--- src/rtl/counter_sequencer_pkg.sv ---
// Shared types and reset-default configuration for the counter sequencer.
package counter_sequencer_pkg;

   typedef enum logic [1:0] {
      IDLE  = 2'd0,
      RUN   = 2'd1,
      PAUSE = 2'd2,
      DONE  = 2'd3
   } state_t;

   localparam logic        DEF_DOWN    = 1'b0;
   localparam logic        DEF_ONESHOT = 1'b0;
   localparam int unsigned DEF_DIV     = 0;

   // All-ones terminal value for a counter of the given width.
   function automatic logic [31:0] def_limit(input int unsigned width);
      return (width >= 32) ? 32'hFFFF_FFFF : ((32'd1 << width) - 32'd1);
   endfunction

endpackage

--- src/rtl/counter_sequencer_prescaler.sv ---
// Prescaler: emits a tick every div+1 enabled clocks; clear restarts, hold freezes.
module seq_prescaler #(
   parameter int DIV_W = 4
) (
   input  logic             clk,
   input  logic             rst,
   input  logic             clear,
   input  logic             hold,
   input  logic [DIV_W-1:0] div,
   output logic             tick
);

   logic [DIV_W-1:0] cnt;

   assign tick = (cnt == div);

   // NOTE: sequential state uses non-blocking assignments so every register samples pre-edge values.
   always_ff @(posedge clk or negedge rst) begin
      if (!rst) begin
         cnt <= '0;
      end else if (clear) begin
         cnt <= '0;
      end else if (!hold) begin
         cnt <= tick ? '0 : cnt + DIV_W'(1);
      end
   end

endmodule

--- src/rtl/counter_sequencer.sv ---
// Sequencer for a prescaled up/down counter with terminal-count pulse and
// one-shot or auto-reload operation; host config is accepted only in IDLE/DONE.
module counter_sequencer
   import counter_sequencer_pkg::*;
#(
   parameter int WIDTH = 3,
   parameter int DIV_W = 4
) (
   input  logic             clk,
   input  logic             rst,
   input  logic             cfg_valid,
   output logic             cfg_ready,
   input  logic [WIDTH-1:0] cfg_limit,
   input  logic             cfg_down,
   input  logic             cfg_oneshot,
   input  logic [DIV_W-1:0] cfg_div,
   input  logic             start,
   input  logic             stop,
   output logic [WIDTH-1:0] count,
   output logic             running,
   output logic             tc_pulse,
   output logic             done
);

   localparam logic [WIDTH-1:0] RST_LIMIT = WIDTH'(def_limit(WIDTH));

   state_t           state;
   logic [WIDTH-1:0] limit_reg;
   logic             down_reg;
   logic             oneshot_reg;
   logic [DIV_W-1:0] div_reg;

   logic             cfg_fire;
   logic             launch;
   logic             tick;
   logic             step_en;
   logic             launch_down;
   logic [WIDTH-1:0] launch_limit;
   logic [WIDTH-1:0] launch_val;
   logic [WIDTH-1:0] reload_val;
   logic [WIDTH-1:0] term_val;

   assign cfg_ready = (state == IDLE) || (state == DONE);
   assign cfg_fire  = cfg_valid && cfg_ready;
   assign launch    = cfg_ready && start && !stop;
   assign step_en   = (state == RUN) && !stop && tick;

   // A config word arriving on the launch edge is already the one that launches.
   assign launch_down  = cfg_fire ? cfg_down  : down_reg;
   assign launch_limit = cfg_fire ? cfg_limit : limit_reg;
   assign launch_val   = launch_down ? launch_limit : '0;

   assign reload_val = down_reg ? limit_reg : '0;
   assign term_val   = down_reg ? '0 : limit_reg;

   seq_prescaler #(.DIV_W(DIV_W)) u_prescaler (
      .clk   (clk),
      .rst   (rst),
      .clear (launch),
      .hold  ((state != RUN) || stop),
      .div   (div_reg),
      .tick  (tick)
   );

   always_ff @(posedge clk or negedge rst) begin
      if (!rst) begin
         limit_reg   <= RST_LIMIT;
         down_reg    <= DEF_DOWN;
         oneshot_reg <= DEF_ONESHOT;
         div_reg     <= DIV_W'(DEF_DIV);
      end else if (cfg_fire) begin
         limit_reg   <= cfg_limit;
         down_reg    <= cfg_down;
         oneshot_reg <= cfg_oneshot;
         div_reg     <= cfg_div;
      end
   end

   always_ff @(posedge clk or negedge rst) begin
      if (!rst) begin
         state    <= IDLE;
         count    <= '0;
         running  <= 1'b0;
         tc_pulse <= 1'b0;
         done     <= 1'b0;
      end else begin
         tc_pulse <= 1'b0;
         unique case (state)
            IDLE, DONE: begin
               if (stop) begin
                  state <= IDLE;
                  count <= '0;
                  done  <= 1'b0;
               end else if (start) begin
                  state   <= RUN;
                  count   <= launch_val;
                  running <= 1'b1;
                  done    <= 1'b0;
               end
            end
            RUN: begin
               if (stop) begin
                  state   <= PAUSE;
                  running <= 1'b0;
               end else if (step_en) begin
                  if (count == term_val) begin
                     tc_pulse <= 1'b1;
                     if (oneshot_reg) begin
                        state   <= DONE;
                        running <= 1'b0;
                        done    <= 1'b1;
                     end else begin
                        count <= reload_val;
                     end
                  end else begin
                     count <= down_reg ? count - WIDTH'(1) : count + WIDTH'(1);
                  end
               end
            end
            PAUSE: begin
               if (stop) begin
                  state <= IDLE;
                  count <= '0;
               end else if (start) begin
                  state   <= RUN;
                  running <= 1'b1;
               end
            end
            default: state <= IDLE;
         endcase
      end
   end

endmodule

--- config.mk ---
export PLATFORM = sky130hd
export DESIGN_NAME = counter_sequencer
export DESIGN_NICKNAME = d
export VERILOG_FILES = /design/src/rtl/counter_sequencer_pkg.sv /design/src/rtl/counter_sequencer_prescaler.sv /design/src/rtl/counter_sequencer.sv
export SDC_FILE = /design/constraint.sdc
export NUM_CORES = 1
export LEC_CHECK = 0
export CELL_PAD_IN_SITES_DETAIL_PLACEMENT = 0
export CELL_PAD_IN_SITES_GLOBAL_PLACEMENT = 2
export CORE_ASPECT_RATIO = 1.75
export CORE_UTILIZATION = 30
export DETAILED_ROUTE_END_ITERATION = 7
export PLACE_DENSITY = 0.77
export SLEW_MARGIN = 20
export SYNTH_ARGS = -nofsm -noshare
export SYNTH_HDL_FRONTEND = slang
export SYNTH_SLANG_ARGS = --single-unit
--- constraint.sdc ---
create_clock -name clk -period 2.6 [get_ports clk]
set_clock_uncertainty 0.15 [all_clocks]
set_input_delay 0.78 -clock clk [delete_from_list [all_inputs] [get_ports clk]]
set_output_delay 0.78 -clock clk [all_outputs]
set_load 0.005 [all_outputs]
======== Word level (Yosys, flattened, before mapping) ========
Index checks and enable logic that the tools add are counted.
storage, ports and cells
  bits in registers ....................... 21
  memories ................................ 0
  word-level logic and storage cells ...... 91
  bits in read-only memories .............. 0
  input port bits ......................... 14
  RAM bits ................................ 0
  latch bits .............................. 0
  output and inout bits ................... 7
operators by class
  divide/modulo/power cells ............... 0
  $lt $le $gt $ge ......................... 0
  multipliers ............................. 0
  shift-type cells ........................ 0
  mux-type cells .......................... 42
  bitwise logic cells ..................... 0
  add/subtract/negate cells ............... 3
  equality and inequality tests ........... 20
  reductions and logical operators ........ 16
operators with widths
  cell                   count
  $mux W3                12
  $mux W1                17
  $mux W2                6
  $mux W4                3
  $ne A2 B2 Y1 const B   6
  $ne A3 B3 Y1 const B   4
  $reduce_and A5 Y1      2
  $pmux W3 S3            1
  $ne A2 B1 Y1 const B   3
  $reduce_and A6 Y1      1
  $logic_and A1 B1 Y1    5
  $add A4 B1 Y4 const B  1
  $eq A2 B2 Y1 const B   2
  $eq A4 B4 Y1           1
  $pmux W1 S2            2
  $pmux W2 S2            1
  $reduce_and A4 Y1      1
  $add A3 B1 Y3 const B  1
  $eq A3 B3 Y1           1
  $ne A3 B1 Y1 const B   1
  $ne A3 B2 Y1 const B   1
  $reduce_or A3 Y1       1
  $sub A3 B1 Y3 const B  1
  $eq A2 B1 Y1 const B   1
  5 further kinds        6

======== Depth between registers and ports, before layout ========
  word-level depth ........................ 8
  mapped depth ............................ 8
  depth with buffers taken out ............ 7

======== Hierarchy ========
From an unflattened synthesis, not the netlist that was laid out.
second synthesis, totals
  cells, all modules ...................... 126
  area, all modules ....................... 1,351.3 um^2
modules (own cells, without submodules)
  module             times used  sequential area each (um^2)  cells each  area each (um^2)
  counter_sequencer  1           429.2                        100         1,063.5
  seq_prescaler      1           100.1                        26          287.8

======== Least setup slack after synthesis ========
Ideal clock, no wire load.
  path type ............................... input-to-reg
  from .................................... in stop
  to ...................................... reg count[2]
  required time ........................... 2.325 ns
  cell stages on the path ................. 6
  path slack .............................. 0.347 ns
  arrival ................................. 1.978 ns
  path buffers ............................ 1
  library setup time ...................... 0.125 ns
  cells stage by stage .................... buf_2 -> nor4bb_1 -> a31o_1 -> a221o_1 -> a221o_1 -> mux2_2
on the way
  longest elaborated chain between the ends .. 5
ends and longest elaborated chain
  item                                RTL line                  source
  from (decl)                         counter_sequencer.sv:18   input logic stop,
  $logic_not A1 Y1                    counter_sequencer.sv:46   assign step_en = (state == RUN) && !stop && tick;
  $logic_and A1 B1 Y1 (2 in a row)    counter_sequencer.sv:46
  $ne A2 B2 Y1 (no source line)       --
  $reduce_and A5 Y1 (no source line)  --
  to (signal assigned)                counter_sequencer.sv:96   count <= launch_val;
  to (signal assigned)                counter_sequencer.sv:113  count <= reload_val;
  to (signal assigned)                counter_sequencer.sv:116  count <= down_reg ? count - WIDTH'(1) : count + WIDTH'(1);
  to (decl)                           counter_sequencer.sv:19   output logic [WIDTH-1:0] count,
Several ways; a longest one is shown, not always the timed one.
A chain may end at the register's enable or synchronous reset.

======== Worst setup path after layout ========
  from .................................... reg state[0]
  to ...................................... out cfg_ready
on the way
  longest elaborated chain between the ends .. 2
ends and longest elaborated chain
  item                                              RTL line                 source
  from (decl)                                       counter_sequencer.sv:27  state_t state;
  from (signal assigned)                            counter_sequencer.sv:81  state <= IDLE;
  from (signal assigned)                            counter_sequencer.sv:91  state <= IDLE;
  from (signal assigned)                            counter_sequencer.sv:95  state <= RUN;
  $eq A2 B2 Y1 or $logic_not A2 Y1 (tied branches)  counter_sequencer.sv:43  assign cfg_ready = (state == IDLE) || (state == DONE);
  $logic_or A1 B1 Y1 *                              counter_sequencer.sv:43
  to (decl)                                         counter_sequencer.sv:12  output logic cfg_ready,
Mark *: on every way between the ends. The rest lies on a longest branch, timed or not.

==> results.toml <==
[sta]
post-route-period-util_pct = 97.0
slew_headroom_pct = 68.5
rsz0062_at_grt = "false"
tns_ps = 0
tightest_slew_ps = 472
max_freq_mhz = 397
setup_ws_ps = 78.6
setup_viol = 0
hold_ws_ps = 367
fin_crit_ps = 2520
slew_violations = 0
hold_viol_final = 0

[worst_setup_path]
slowest_stage = "clkdlybuf4s50_1"
worstSetupStartpointType = "flip-flop"
r2r_end = "count[2]"
crit_type = "reg -> out"
arrival_ps = 1590
path_buf_inv = 2
crit_cells = 3
critPathTopFamily = "buffers and inverters"
worstPathCellList = "inv_1, ha_4, clkdlybuf4s50_1"
cp-end-kind = "output port"
r2r_start = "count[0]"
worstPathMaxFanout = 8
crit_end = "cfg_ready"
crit_required_ps = 1670
cp-startpoint = "state[0]"
max_stage_delay_ps = 510
regToRegSetupSlack_ps = 240
worst_r2r_path_depth = 6

[power_and_ir_drop]
finalPower_mw = 1.58
ir_drop_mv = 0.413
leakage_nw = 0.673
power_density_mw_per_mm2 = 963

[logic_synthesis]
synth.largest_area_cell = "dfrtp_1"
synth-async-reset-ratio_pct = 100
synth_warnings = 0
synth_edf_count = 0
netlist_top_cells_area = "dfrtp_1, mux2_2, dfstp_2"
avgSynthCellArea_um2 = 10.7
synth_commonest_cells = "dfrtp_1, mux2_2, nor2_1"
synthCells = 120
synth_area_mm2 = 0.00128
yosys_register_bits = 21
synthMostInstantiatedCell = "dfrtp_1"
syn_nets = 139
synth_cell_type_count = 46
yosysTopAreaCellShare_pct = 35.2
yosysSeqAreaShare_pct = 41.3
ys.flop_type = "dfrtp_1"

[grt]
grt_overflow = 0
grt_max_degree = 22
gr-usage-all-layers_pct = 14.5
grt_pass1_vias = 1095
grt_antenna_before_repair = 0
grt_pass1_wl_um = 4860

[die]
start_util_pct = 31.2
fp.dieArea_mm2 = 0.00455
core_area_mm2 = 0.00411
die-height_um = 88.5
ios = 21
rows = 31
die_w_um = 51.4

[drt]
final_antenna_net_count = 0
wl_met3_um = 135
top_layer = "met4"
wl_um = 2890
routed_via_density = 5.27
first_iter_violations = 20
wire_per_inst_um = 14.5
first_pass_iters = 5
wl_met2_um = 1560
drc = 0
wl_met1_um = 1090
vias = 1049

[layout]
num_antenna_cells = 0
final_core_util_pct = 40.0
finalNonFillerCells = 199
drive_above_1_share_pct = 20.7
fin_nets = 170
design_area_mm2 = 0.00165
areaGrowthSynthToFinish_pct = 28.5
num-fill-cells = 448

[cts]
cts_tree = "built"
cts.htree.levels = 1
clk_pin_slew_ps = 70
cts.path.max_buffers = 2
clk_latency_ps = 250
cts_root_buffer = "clkbuf_8"
cts_made_buffers = 3
cts_sinks = 21

[place]
placed_area_mm2 = 0.00157
gp_congestion = 1.01
port-buffer-count = 20
dp.cells = 193
post-place-ws_ps = -98.5
place_hpwl_um = 2290

[run]
max-cap-violations = 0

[worst_hold_path]
holdCritStartpoint = "done"
min_path_type = "reg -> reg"

[run_status]
status = "finished clean"
## timing repair
| item | CTS | global route |
|---|---|---|
| gates resized for setup | 2 | 0 |
| buffers inserted | 0 | 2 |
| hold buffers | 0 | 0 |
| setup endpoints to repair | 1 | 1 |
## final cells by class
| type | count | area (um^2) | share of cell area (%) |
|---|---|---|---|
| sequential | 21 | 529 | 32.1 |
| clock buffer | 4 | 45.0 | 2.74 |
| tap | 49 | 61.3 | 3.72 |
| timing repair buffer | 29 | 268 | 16.3 |
| multi-input combinational | 89 | 717 | 43.5 |
| inverter | 7 | 26.3 | 1.60 |
## report_power, final
part | switching, mW | internal (mW) | total [mW] | leakage (nW)
registers | 0.137 | 0.467 | 0.604 | 0.261
logic | 0.349 | 0.423 | 0.772 | 0.389
clock network | 0.0998 | 0.109 | 0.209 | 0.0228
## tightest hold or removal path: stages (launching register included)
cell and delay, ps:
dfrtp_1 360, o31ai_1 80, nand2_1 50
## per-layer routing
layer	track usage (%)	vias to the layer above
met5	0	-
met4	8.35	0
met3	1.89	11
met2	26.4	37
met1	15.5	494
li1	-	507
## how the worst min path moves through the flow
stage	cells past startpoint	endpoint	slack, ps
2_1_floorplan	0	count[0]	330
3_3_place_gp	2	done	340
3_5_place_dp	2	done	360
4_1_cts	2	done	380
5_1_grt	2	done	410
6_report	2	done	370
## placed cells by master (no fill, tap or decap), types with 2 or more instances in the layout
master / count
nor3b_1: 3
nand3b_1: 2
nor2_1: 8
clkdlybuf4s50_1: 20
nor2b_1: 2
a21oi_1: 4
a221o_1: 3
nand2_1: 5
nand3_1: 3
and4_1: 2
dfrtp_1: 18
mux2_2: 10
buf_4: 9
dfstp_2: 3
o21a_1: 2
clkbuf_8: 3
mux2i_1: 2
ha_1: 3
nor3_1: 3
xnor2_1: 7
o21ai_0: 3
a311oi_1: 2
inv_1: 7
## kinds of logic (layout without fill, tap and decap cells)
group                    Yosys count  in the layout  synth area share [%]
flip-flops                        21             21                  41.3
buffers and inverters             10             40                  3.71
adder cells (fa/ha/maj)            5              5                  5.47
multiplexers                      13             13                  11.2
XOR/XNOR                           8              8                  5.47
AND/OR/NAND/NOR                   36             36                  16.3
AO/OA/AOI/OAI                     27             27                  16.5
(Power assumes the default switching activity.)
